File: src/rtl/board_step_engine.sv
// Board register for the 1-D cellular automaton game: load, step, lose detect,
// and a valid/ready serializer that dumps a board snapshot MSB first.
module board_step_engine #(
    parameter int unsigned       WIDTH = 16,
    parameter logic [WIDTH-1:0]  SEED  = 16'h0080,
    parameter logic [7:0]        RULE  = 8'd90
) (
    input  logic             clka,
    input  logic             rst_n,
    input  logic             restart,
    input  logic             loadData,
    input  logic [WIDTH-1:0] seed_in,
    input  logic             readData,
    input  logic             writeout,
    output logic [WIDTH-1:0] board,
    output logic [8:0]       gen_count,
    output logic             loseSig,
    output logic             ser_data,
    output logic             ser_valid,
    input  logic             ser_ready,
    output logic             ser_last,
    output logic             busy
);

    localparam int unsigned IW = (WIDTH > 1) ? $clog2(WIDTH) : 1;
    localparam logic [IW-1:0] LAST_IDX = IW'(WIDTH - 1);

    typedef enum logic {
        IDLE,
        SHIFT
    } ser_state_t;

    ser_state_t       state;
    logic [WIDTH-1:0] shift_reg;
    logic [IW-1:0]    bit_idx;
    logic             wr_q;
    logic             wr_edge;
    logic [WIDTH-1:0] next_board;
    logic [2:0]       nbhd;

    // Neighbourhood is {left, self, right}; left is the higher index, wrapping.
    always_comb begin
        next_board = '0;
        nbhd       = '0;
        for (int i = 0; i < WIDTH; i++) begin
            nbhd = {board[(i + 1) % WIDTH],
                    board[i],
                    board[(i + WIDTH - 1) % WIDTH]};
            next_board[i] = RULE[nbhd];
        end
    end

    always_ff @(posedge clka or negedge rst_n) begin
        if (!rst_n) begin
            board     <= SEED;
            gen_count <= '0;
            loseSig   <= 1'b0;
        end else if (restart) begin
            board     <= SEED;
            gen_count <= '0;
            loseSig   <= 1'b0;
        end else if (loadData) begin
            board     <= seed_in;
            gen_count <= '0;
            loseSig   <= 1'b0;
        end else if (readData) begin
            board <= next_board;
            if (gen_count != 9'h1FF) begin
                gen_count <= gen_count + 9'd1;
            end
            if (next_board == '0) begin
                loseSig <= 1'b1;
            end
        end
    end

    assign wr_edge = writeout && !wr_q;

    always_ff @(posedge clka or negedge rst_n) begin
        if (!rst_n) begin
            state     <= IDLE;
            shift_reg <= '0;
            bit_idx   <= '0;
            wr_q      <= 1'b0;
        end else begin
            wr_q <= writeout;
            if (restart) begin
                state <= IDLE;
            end else begin
                unique case (state)
                    IDLE: begin
                        if (wr_edge) begin
                            shift_reg <= board;
                            bit_idx   <= LAST_IDX;
                            state     <= SHIFT;
                        end
                    end
                    SHIFT: begin
                        if (ser_ready) begin
                            shift_reg <= shift_reg << 1;
                            bit_idx   <= bit_idx - 1'b1;
                            if (bit_idx == '0) begin
                                state <= IDLE;
                            end
                        end
                    end
                    default: state <= IDLE;
                endcase
            end
        end
    end

    assign ser_valid = (state == SHIFT);
    assign busy      = (state == SHIFT);
    assign ser_data  = ser_valid && shift_reg[WIDTH-1];
    assign ser_last  = ser_valid && (bit_idx == '0);

endmodule

File: config.mk
export PLATFORM = sky130hd
export DESIGN_NAME = board_step_engine
export DESIGN_NICKNAME = d
export VERILOG_FILES = /design/src/rtl/board_step_engine.sv
export SDC_FILE = /design/constraint.sdc
export NUM_CORES = 1
export LEC_CHECK = 0
export ABC_AREA = 1
export BUFFER_PORTS_ARGS = -buffer_cell sky130_fd_sc_hd__buf_2
export CAP_MARGIN = 20
export CORE_MARGIN = 5
export CORE_UTILIZATION = 35
export CTS_CLUSTER_SIZE = 20
export DETAILED_ROUTE_END_ITERATION = 7
export GPL_TIMING_DRIVEN = 0
export RECOVER_POWER = 100
export SYNTH_ARGS = -nofsm -noshare
export SYNTH_HDL_FRONTEND = slang
export SYNTH_SLANG_ARGS = --single-unit
File: constraint.sdc
create_clock -name clka -period 2.55 [get_ports clka]
set_input_delay 0.255 -clock clka [delete_from_list [all_inputs] [get_ports clka]]
set_output_delay 0.255 -clock clka [all_outputs]
set_load 0.005 [all_outputs]
# After elaboration in Yosys (flattened, before gate mapping)
# Memories as Yosys holds them, arrays and structs flattened.
# Index checks and enable logic that the tools add are counted.
# Widths: inputs -> output; s select.
dict set report totals {
  word_cells 96
  memories 16
  reg_bits 48
  romBits 128
}
dict set report op_classes {
  n_reduce_logical 12
  muxes 38
  addsub 2
  n_eq_ne 3
  bitwise 2
  order_cmp 16
}
# memory words word_bits rd rd_clocked_by_memory_dff write_ports line
set memory_table {}
lappend memory_table {{(name not given)} 8 1 1 0 0 49} ;# next_board[i] = RULE[nbhd];
lappend memory_table {{(name not given)} 8 1 1 0 0 49}
lappend memory_table {{(name not given)} 8 1 1 0 0 49}
lappend memory_table {{(name not given)} 8 1 1 0 0 49}
lappend memory_table {{(name not given)} 8 1 1 0 0 49}
lappend memory_table {{(name not given)} 8 1 1 0 0 49}
lappend memory_table {{10 more memories} - - - - - -}
# operator n
set ops {}
lappend ops {{$mux 16} 5}
lappend ops {{$lt 3x4->1 const B} 16}
lappend ops {{$mux 9} 4}
lappend ops {{$pmux 16 s2} 1}
lappend ops {{$mux 1} 24}
lappend ops {{$logic_not 16->1} 1}
lappend ops {{$add 9x1->9 const B} 1}
lappend ops {{$ne 9x9->1 const B} 1}
lappend ops {{$reduce_bool 3->1} 3}
lappend ops {{$mux 4} 2}
lappend ops {{$pmux 4 s2} 1}
lappend ops {{$logic_not 4->1} 1}
lappend ops {{$ne 2x2->1 const B} 2}
lappend ops {{$reduce_and 2->1} 2}
lappend ops {{$sub 4x1->4 const B} 1}
lappend ops {{$logic_and 1x1->1} 3}
lappend ops {{$reduce_and 3->1} 1}
lappend ops {{$not 1->1} 2}
lappend ops {{$pmux 1 s2} 1}
lappend ops {{$logic_not 1->1} 1}

# Longest topological paths before layout
# Gate-level depths: netlist of run 1.
dict set report depth {
  word_depth 7
  ltp_mapped 13
  mapped_depth_nobuf 13
}

# Worst setup path before layout of run 1
# OpenSTA, ideal clock, no wires.
dict set report synth_timing {
  kind {register to register}
  from {reg gen_count[0]}
  to {reg gen_count[7]}
  setup_time_ps 120
  path_stages_with_launch 14
  required_ps 2430
  t_arrival_ps 1593
  synth_period_minus_slack_ps 1713
  setup_slack_ps 837
  n_path_buf 0
  cell_sequence {dfrtp_1 -> ha_1 -> nand2_1 -> nor2_1 -> nand3_1 -> nor2_1 -> ha_1 -> inv_1 -> nand2_2 -> nand2_2 -> nand3_2 -> o21bai_1 -> o211ai_1 -> inv_1}
}
dict set report synth_between {
  elab_chain_len 5
  elab_cells_between_ends 8
  classes_between {add/sub: 1; eq/ne: 1; mux: 4; reduce/logical: 2}
}
# element line
set synth_lines {}
lappend synth_lines {{start: declaration} 16} ;# output logic [8:0] gen_count,
lappend synth_lines {{start signal: assignment} 69} ;# gen_count <= gen_count + 9'd1;
lappend synth_lines {{$add 9x1->9} 69}
lappend synth_lines {{$mux 9} 68} ;# if (gen_count != 9'h1FF) begin
lappend synth_lines {{$mux 9} 66} ;# end else if (readData) begin
lappend synth_lines {{$mux 9} 62} ;# end else if (loadData) begin
lappend synth_lines {{$mux 9} 58} ;# end else if (restart) begin
# Several ways; a longest one is shown, not always the timed one. The select of a mux whose other input is x is not followed.
# A chain may end at the register's enable or synchronous reset.

# Worst setup path in the final report of run 1
# Ends and elaborated chain as after synthesis.

==> results of run 1 <==
-- layer usage --
layer | wire [um] | part of all wire (%) | vias to the layer above
li1 | - | - | 1133
met1 | 3160 | 48 | 1070
met2 | 3070 | 47 | 46
met3 | 248 | 3.8 | 4
met4 | 37 | 0.57 | 0
met5 | 0 | 0 | -
-- critical path, cell delays in order (launching register included) --
cell	delay [ns]
dfrtp_1	0.41
ha_1	0.18
nand2_1	0.07
nor2_1	0.16
nand3_1	0.13
nor2_1	0.14
ha_1	0.15
inv_1	0.04
nand2_1	0.23
nand2_1	0.15
nand3_1	0.15
o21bai_1	0.07
o211ai_1	0.07
inv_1	0.05
-- power by group --
| part | internal, uW | switching [uW] |
|---|---|---|
| combinational | 156 | 240 |
| clock | 220 | 272 |
| sequential | 865 | 82.6 |
| total | 1240 | 595 |
-- worst paths after layout --
| path | from | to |
|---|---|---|
| hold / removal | writeout | wr_q$_DFF_PN0_ |
| min in group asynchronous | rst_n | board[11]$_DFFE_PN0P_ |
| hold reg to reg | shift_reg[14]$_DFFE_PN0P_ | shift_reg[14]$_DFFE_PN0P_ |
| setup / recovery | gen_count[0]$_DFFE_PN0P_ | gen_count[7]$_DFFE_PN0P_ |
| max in group asynchronous | rst_n | gen_count[7]$_DFFE_PN0P_ |
| setup reg to reg | gen_count[0]$_DFFE_PN0P_ | gen_count[7]$_DFFE_PN0P_ |
-- per-stage QoR --
step                hold WS (ns)  instances  cell area (um^2)
floorplan                -0.0406        311              2660
global placement           0.380        462              3040
detailed placement         0.200        463              3060
CTS                       0.0637        472              3170
global route              0.0755        472              3070
finish                    0.0724        472              3070
-- cells in the mapped netlist, types with 2 or more instances --
master	instances	area, um^2
buf_4	3	22.5
clkbuf_1	3	11.3
nand3_1	9	45.0
nor2_1	30	113
ha_1	4	50.1
dfrtp_1	47	1180
o21ai_2	8	70.1
inv_1	37	139
o211ai_2	3	37.5
or2_0	2	12.5
nand2_2	2	12.5
inv_2	4	15.0
nand2_1	62	233
o21ai_0	22	110
o22ai_2	9	113
o211ai_1	13	97.6
o21ai_1	12	60.1
a21oi_1	7	35.0
xnor2_1	3	26.3
nor3_1	3	15.0
nor2_4	2	22.5
buf_2	3	15.0
xor2_1	10	87.6
-- final cells by class --
type / count / area, um^2
clock buffers: 6 / 82.6
fillers: 773 / 4260
plain buffers: 12 / 61.3
flip-flops and latches: 48 / 1200
well taps: 99 / 124
inverters: 42 / 160
repair buffers: 54 / 253
multi-input cells: 209 / 1170
clock inverters: 2 / 15.0
-- kinds of logic after synthesis --
logic type	synth area share, %
simple gates	18.9
compound gates	20.8
buf+inv	8.98
flops	45.2
xor+xnor	4.28
fa+ha+maj	1.88
==> impl_metrics.json, run 1 <==
{
  "ys_ff_latch": 48,
  "rsz0062_at_grt": "false",
  "fmax_mhz": 473,
  "antenna_found_initial": 0,
  "maxCapViolCount": 0,
  "synth_edf_count": 0,
  "area_delta_synth_final_pct": 15.4,
  "cp-end-kind": "register",
  "cts_sinks": 48,
  "final_cell_mix": "nand2_1, dfrtp_1, inv_1, buf_2, nor2_1",
  "cp-start-kind": "register",
  "dieWidth_um": 97.2,
  "synth_area_um2": 2660,
  "grtUsageMet2_pct": 22.3,
  "worstSetupPathType": "register to register",
  "diodes": 0,
  "drc_errors": 0,
  "clock_latency_ns": 0.30,
  "max_slew_margin_pct": 43.2,
  "grt_pass1_vias": 2230,
  "drt_iter0_markers": 60,
  "grt_pass1_wl_um": 11000,
  "core_um2": 7330,
  "setup-violations-final": 0,
  "status": "finished, final reports clean",
  "synth.distinct_cells": 36,
  "use_met1_pct": 19.7,
  "worst-path-max-fanout": 9,
  "slew_viol_final": 0,
  "tightest_slew_ns": 0.852,
  "start_util_pct": 36.3,
  "required_ns": 2.74,
  "drive_gt1_share_pct": 18.5,
  "row_count": 31,
  "drtAntennaViolNets": 0,
  "hold_depth": 1,
  "syn-num-nets": 338,
  "cts_tree": "done",
  "rr_worst_depth": 13,
  "vias": 2253,
  "use_met3_pct": 3.09,
  "grt_use_total_pct": 14.0,
  "syn_avg_cell_area_um2": 8.55,
  "postSynthCellCount": 311,
  "leakage_uw": 0.00143,
  "viasPerCell": 4.77,
  "clk_pin_slew_ns": 0.09,
  "ir_drop_v": 0.000234,
  "worst_slack_ns": 0.437,
  "ys_warn_count": 0,
  "hold_viol": 0,
  "avgRoutedWirePerCell_um": 13.8,
  "cts_hold_buf": 1,
  "min_period_ns": 2.11,
  "cts_buffers": 5,
  "die-area_um2": 9440,
  "clockBufferDepth": 2,
  "synth_ff_type": "dfrtp_1",
  "period_share_pct": 82.9,
  "io_buffer_count": 52,
  "nets": 399,
  "htreeDepth": 2,
  "grt.busiest_layer": "met2",
  "final_util_pct": 41.9,
  "cts-resized-gates": 0,
  "r2r_slack_ns": 0.44,
  "overflow": 0,
  "place_congestion": 0.810,
  "tns_ns": 0,
  "dp_hpwl_um": 5000,
  "pin_count": 53,
  "p_total_uw": 1840,
  "wirelength_um": 6520,
  "arrival_ns": 2.30,
  "cts_setup_buffers": 0,
  "root_buffer": "clkbuf_8",
  "die_h_um": 97.2,
  "holdCritPathClass": "primary input to register",
  "yosysSeqAreaShare_pct": 45.2,
  "place_worst_setup_slack_ns": 0.624,
  "powerDensity_nw_per_um2": 599,
  "finClkSkew_ns": 0.0120,
  "grt_max_degree": 35,
  "layout_commonest_cell": "nand2_1",
  "drt-pass1-iter-count": 4,
  "async_flop_share_pct": 100
}
Power figures use the tool's default switching activity.
==> run 2: changes to the inputs <==
--- a/config.mk
+++ b/config.mk
@@ -5,7 +5,7 @@
 export SDC_FILE = /design/constraint.sdc
 export NUM_CORES = 1
 export LEC_CHECK = 0
-export ABC_AREA = 1
+export ABC_AREA = 0
 export BUFFER_PORTS_ARGS = -buffer_cell sky130_fd_sc_hd__buf_2
 export CAP_MARGIN = 20
 export CORE_MARGIN = 5
==> constraint.sdc (replaced) <==
create_clock -name clka -period 1.98 [get_ports clka]
set_input_delay 0.198 -clock clka [delete_from_list [all_inputs] [get_ports clka]]
set_output_delay 0.198 -clock clka [all_outputs]
set_load 0.005 [all_outputs]
==> run 2 against run 1 <==
Register-to-register slack got worse by 0.32 ns. Routed wire length is 0.57% higher. Clock-buffer cell count grew 1. Combinational power rose by 11%. Area after synthesis fell by 3.3%. Maximum frequency is 14% higher. Total power is 20% higher. Flip-flop and latch count did not move. Clock skew is 0.0022 ns lower. Sequential power up 27%. Final cell count decreased by 7.2%.
==> impl_metrics.json, run 2 <==
{
  "worst-path-max-fanout": 7,
  "tns_ns": 0,
  "cp-end-kind": "register",
  "grt_pass1_vias": 2116,
  "hold_depth": 3,
  "hold_viol": 0,
  "maxCapViolCount": 0,
  "htreeDepth": 2,
  "powerDensity_nw_per_um2": 716,
  "worstSetupPathDepth": 9,
  "die-area_um2": 9160,
  "tightest_slew_ns": 1.26,
  "grt_max_degree": 28,
  "overflow": 0,
  "io_buffer_count": 48,
  "leakage_uw": 0.00137,
  "grt_use_total_pct": 15.1,
  "status": "finished, final reports clean",
  "vias": 2183,
  "cts_tree": "done",
  "rr_worst_depth": 9,
  "drt_iter0_markers": 111,
  "cp_slowest_cell": "dfrtp_1",
  "async_flop_share_pct": 100,
  "fmax_mhz": 537,
  "area_delta_synth_final_pct": 20.1,
  "diodes": 0,
  "clk_pin_slew_ns": 0.09,
  "core_um2": 7210,
  "max_slew_margin_pct": 16.3,
  "die_h_um": 95.7,
  "nets": 365,
  "place_congestion": 0.745,
  "syn-num-nets": 303,
  "final_cell_mix": "dfrtp_1, nor2_1, buf_2, clkbuf_1",
  "cp_top_family": "simple AND/OR/NAND/NOR gates",
  "avgRoutedWirePerCell_um": 15.0,
  "yosysMostFrequentCell": "dfrtp_1",
  "dieWidth_um": 95.7,
  "finClkSkew_ns": 0.00980,
  "slew_viol_final": 0,
  "synth_ff_type": "dfrtp_1",
  "drc_errors": 0,
  "synth_edf_count": 0,
  "pin_count": 53,
  "p_total_uw": 2210,
  "max_stage_delay_ns": 0.42,
  "clock_latency_ns": 0.30,
  "antenna_found_initial": 0,
  "yosys-top-cells-area": "dfrtp_1, mux2i_1, nor2_1",
  "row_count": 31,
  "worst_slack_ns": 0.119,
  "cts_buffers": 5,
  "yosysSeqAreaShare_pct": 46.7,
  "postSynthCellCount": 276,
  "wirelength_um": 6550,
  "period_share_pct": 94.0,
  "syn_avg_cell_area_um2": 9.32,
  "ys_ff_latch": 48,
  "clockBufferDepth": 2,
  "dp_hpwl_um": 4760,
  "synth_area_leader_cell": "dfrtp_1",
  "drtAntennaViolNets": 0,
  "place_worst_setup_slack_ns": 0.0117,
  "arrival_ns": 2.05,
  "synth.distinct_cells": 37,
  "synth_area_um2": 2570,
  "crit_top_cell": "buf_4",
  "ys_warn_count": 0,
  "yosysTopAreaCellShare_pct": 45.7,
  "path_buf_inv": 2,
  "hold_ws_ns": 0.132,
  "crit_chain": "ha_2, and3_1, and3_4, ha_1, nor2b_1, buf_4, buf_4, mux2i_1, nor2_1",
  "drt-pass1-iter-count": 4,
  "synth_common_cells": "dfrtp_1, nor2_1, mux2i_1, nand2_1, o21ai_0",
  "holdCritPathClass": "primary input to register",
  "final_util_pct": 42.8,
  "required_ns": 2.16,
  "cts_sinks": 48,
  "cp-start-kind": "register",
  "start_util_pct": 35.7,
  "viasPerCell": 4.98,
  "layout_commonest_cell": "dfrtp_1",
  "setup-violations-final": 0,
  "grt_pass1_wl_um": 10700,
  "worstSetupPathType": "register to register",
  "min_period_ns": 1.86,
  "drive_gt1_share_pct": 18.0,
  "r2r_slack_ns": 0.12,
  "root_buffer": "clkbuf_8",
  "ir_drop_v": 0.000291
}
-- run 2: final timing paths --
check / startpoint / to
worst max-delay path: gen_count[0]$_DFFE_PN0P_ / gen_count[1]$_DFFE_PN0P_
worst min-delay path: seed_in[7] / board[7]$_DFFE_PN1P_
worst max register to register: gen_count[0]$_DFFE_PN0P_ / gen_count[1]$_DFFE_PN0P_
worst min register to register: shift_reg[10]$_DFFE_PN0P_ / shift_reg[10]$_DFFE_PN0P_
max in group asynchronous: rst_n / board[3]$_DFFE_PN0P_
min in group asynchronous: rst_n / bit_idx[1]$_DFFE_PN0P_
-- run 2: stage by stage --
stage	cells	area, um^2
floorplan	276	2570
global placement	423	2940
detailed placement	424	2960
CTS	434	3060
global route	438	3090
finish	438	3090
-- run 2: cells by family after synthesis --
group / Yosys count / share of synthesized area, %
buf+inv: 29 / 5.06
flops: 48 / 46.7
compound gates: 63 / 15.0
fa+ha+maj: 4 / 1.95
mux: 19 / 7.39
xor+xnor: 23 / 7.83
simple gates: 90 / 16.1
-- run 2: area by class of cell --
cell class                 instances  area, um^2
buffer                            25         118
inverter                           4        15.0
clock buffer                       7        76.3
clock inverter                     1        5.00
tap                               99         124
multi-input combinational        199        1250
fill                             786        4130
timing repair buffer              55         295
sequential                        48        1200
-- run 2: worst reg2reg max path, cell delays in order (launching register included) --
cell and delay [ns]:
dfrtp_1 0.42, ha_2 0.22, and3_1 0.18, and3_4 0.17
ha_1 0.17, nor2b_1 0.10, buf_4 0.15, buf_4 0.13
mux2i_1 0.17, nor2_1 0.05
-- run 2: routing by layer --
layer  vias to the layer above  share of wire (%)  GRT usage [%]
li1                       1076                  -              -
met1                      1065                 47           20.6
met2                        37                 48           24.4
met3                         5                3.6           3.05
met4                         0                1.3           4.27
met5                         -                  0              0
-- run 2: repair_timing --
action / 4_1_cts / 5_1_grt
hold buffers: 2 / 0
gates resized for setup: 1 / 3
pin swaps: 0 / 0
setup endpoints to repair: 1 / 8
setup buffers: 0 / 4
hold endpoints to repair: 21 / 0
-- run 2: power breakdown --
group          internal (uW)  leakage, uW  switching (uW)
clock                    249    0.0000422             325
sequential              1090     0.000620             106
combinational            205     0.000707             236
total                   1540      0.00137             667
==> run 3: changes to the inputs <==
--- a/config.mk
+++ b/config.mk
@@ -8,12 +8,11 @@
 export ABC_AREA = 0
 export BUFFER_PORTS_ARGS = -buffer_cell sky130_fd_sc_hd__buf_2
 export CAP_MARGIN = 20
-export CORE_MARGIN = 5
+export CORE_MARGIN = 8
 export CORE_UTILIZATION = 35
 export CTS_CLUSTER_SIZE = 20
 export DETAILED_ROUTE_END_ITERATION = 7
 export GPL_TIMING_DRIVEN = 0
-export RECOVER_POWER = 100
 export SYNTH_ARGS = -nofsm -noshare
 export SYNTH_HDL_FRONTEND = slang
 export SYNTH_SLANG_ARGS = --single-unit
==> run 3 against run 2 <==
Clock power grew 8.5%. Total power grew 2.2%. Die area grew 13%. Routed wire length shrank 1.1%. Clock-buffer cell count shrank 1. Worst setup slack gained 0.011 ns. Final cell count shrank 0.46%. Highest routed layer unchanged.
==> impl_metrics.json, run 3 (synthesis gave the netlist of run 2 again) <==
{
  "powerDensity_nw_per_um2": 727,
  "io_buffer_count": 48,
  "clock_latency_ns": 0.30,
  "final_cell_mix": "buf_2, dfrtp_1, nor2_1",
  "hold_ws_ns": 0.121,
  "dieWidth_um": 102,
  "drc_errors": 0,
  "wirelength_um": 6480,
  "worst_slack_ns": 0.130,
  "drt-pass1-iter-count": 4,
  "finClkSkew_ns": 0.00338,
  "layout_commonest_cell": "buf_2",
  "drt_iter0_markers": 109,
  "setup-violations-final": 0,
  "arrival_ns": 2.03,
  "htreeDepth": 2,
  "cts_buffers": 5,
  "max_slew_margin_pct": 66.8,
  "grt_pass1_wl_um": 10900,
  "cts_sinks": 48,
  "maxCapViolCount": 0,
  "root_buffer": "clkbuf_8",
  "clockBufferDepth": 2,
  "status": "finished, final reports clean",
  "slew_viol_final": 0,
  "grt_use_total_pct": 13.3,
  "pin_count": 53,
  "core_um2": 7180,
  "nets": 363,
  "cp-end-kind": "register",
  "holdCritPathClass": "primary input to register",
  "fmax_mhz": 540,
  "worstSetupPathType": "register to register",
  "grt_pass1_vias": 2184,
  "drtAntennaViolNets": 0,
  "diodes": 0,
  "clk_pin_slew_ns": 0.09,
  "place_congestion": 0.820,
  "viasPerCell": 5.02,
  "tns_ns": 0,
  "worst-path-max-fanout": 9,
  "drive_gt1_share_pct": 21.7,
  "antenna_found_initial": 0,
  "avgRoutedWirePerCell_um": 14.9,
  "grt_max_degree": 49,
  "period_share_pct": 93.5,
  "area_delta_synth_final_pct": 20.9,
  "row_count": 31,
  "final_util_pct": 43.3,
  "vias": 2189,
  "hold_viol": 0,
  "cp-start-kind": "register",
  "start_util_pct": 35.9,
  "required_ns": 2.16,
  "rsz0062_at_grt": "false",
  "die-area_um2": 10300,
  "overflow": 0,
  "dp_hpwl_um": 4750,
  "tightest_slew_ns": 0.497,
  "ir_drop_v": 0.000271,
  "min_period_ns": 1.85,
  "place_worst_setup_slack_ns": 0.0114,
  "die_h_um": 102,
  "cts_tree": "done",
  "leakage_uw": 0.00141
}
run 3: critical path, cell delays in order (launching register included):
cell and delay, ns:
dfrtp_1 0.43, ha_4 0.19, and3_1 0.17, and3_1 0.17
ha_1 0.17, nor2b_1 0.10, buf_4 0.17, nand4_1 0.12
xor2_1 0.15, nor2_1 0.05
run 3: cell type report:
cell class | count | area, um^2
well taps | 99 | 124
clock buffers | 6 | 82.6
flip-flops and latches | 48 | 1200
plain buffers | 25 | 118
clock inverters | 2 | 15.0
multi-input cells | 199 | 1260
fillers | 732 | 4070
repair buffers | 53 | 295
inverters | 4 | 15.0
run 3: worst paths after layout:
| path | startpoint | endpoint | slack, ns | cells after the start |
|---|---|---|---|---|
| worst max register to register | gen_count[1]$_DFFE_PN0P_ | gen_count[7]$_DFFE_PN0P_ | 0.13 | 9 |
| min in group asynchronous | rst_n | board[6]$_DFFE_PN0P_ | 0.29 | 2 |
| worst min register to register | shift_reg[15]$_DFFE_PN0P_ | shift_reg[15]$_DFFE_PN0P_ | 0.48 | 2 |
| worst max-delay path | gen_count[1]$_DFFE_PN0P_ | gen_count[7]$_DFFE_PN0P_ | 0.13 | 9 |
| worst min-delay path | seed_in[7] | board[7]$_DFFE_PN1P_ | 0.12 | 3 |
| max in group asynchronous | rst_n | gen_count[3]$_DFFE_PN0P_ | 1.20 | 3 |
run 3: power by group:
group	total (uW)	switching (uW)	internal, uW
registers	1200	106	1090
clock network	623	340	283
logic	441	235	206
run 3: repair_timing:
action | 4_1_cts | 5_1_grt
hold buffers | 1 | 1
hold endpoints to repair | 1 | 9
endpoints found under the setup margin | 3 | 8
setup buffers | 0 | 2
cloned | 0 | 0
resized for setup | 1 | 3
run 3: per-layer routing:
metal / track usage (%) / vias up / wire [um]
li1: - / 1082 / -
met1: 17.8 / 1057 / 3040
met2: 19.8 / 43 / 3030
met3: 3.09 / 7 / 303
met4: 5.84 / 0 / 109
met5: 0 / - / 0
run 3: stage by stage:
stage	area, um^2	power, uW	std cells
floorplan	2570	1490	276
global placement	2940	1630	423
detailed placement	2940	1640	423
CTS	3050	2270	432
global route	3110	2390	436
finish	3110	2260	436
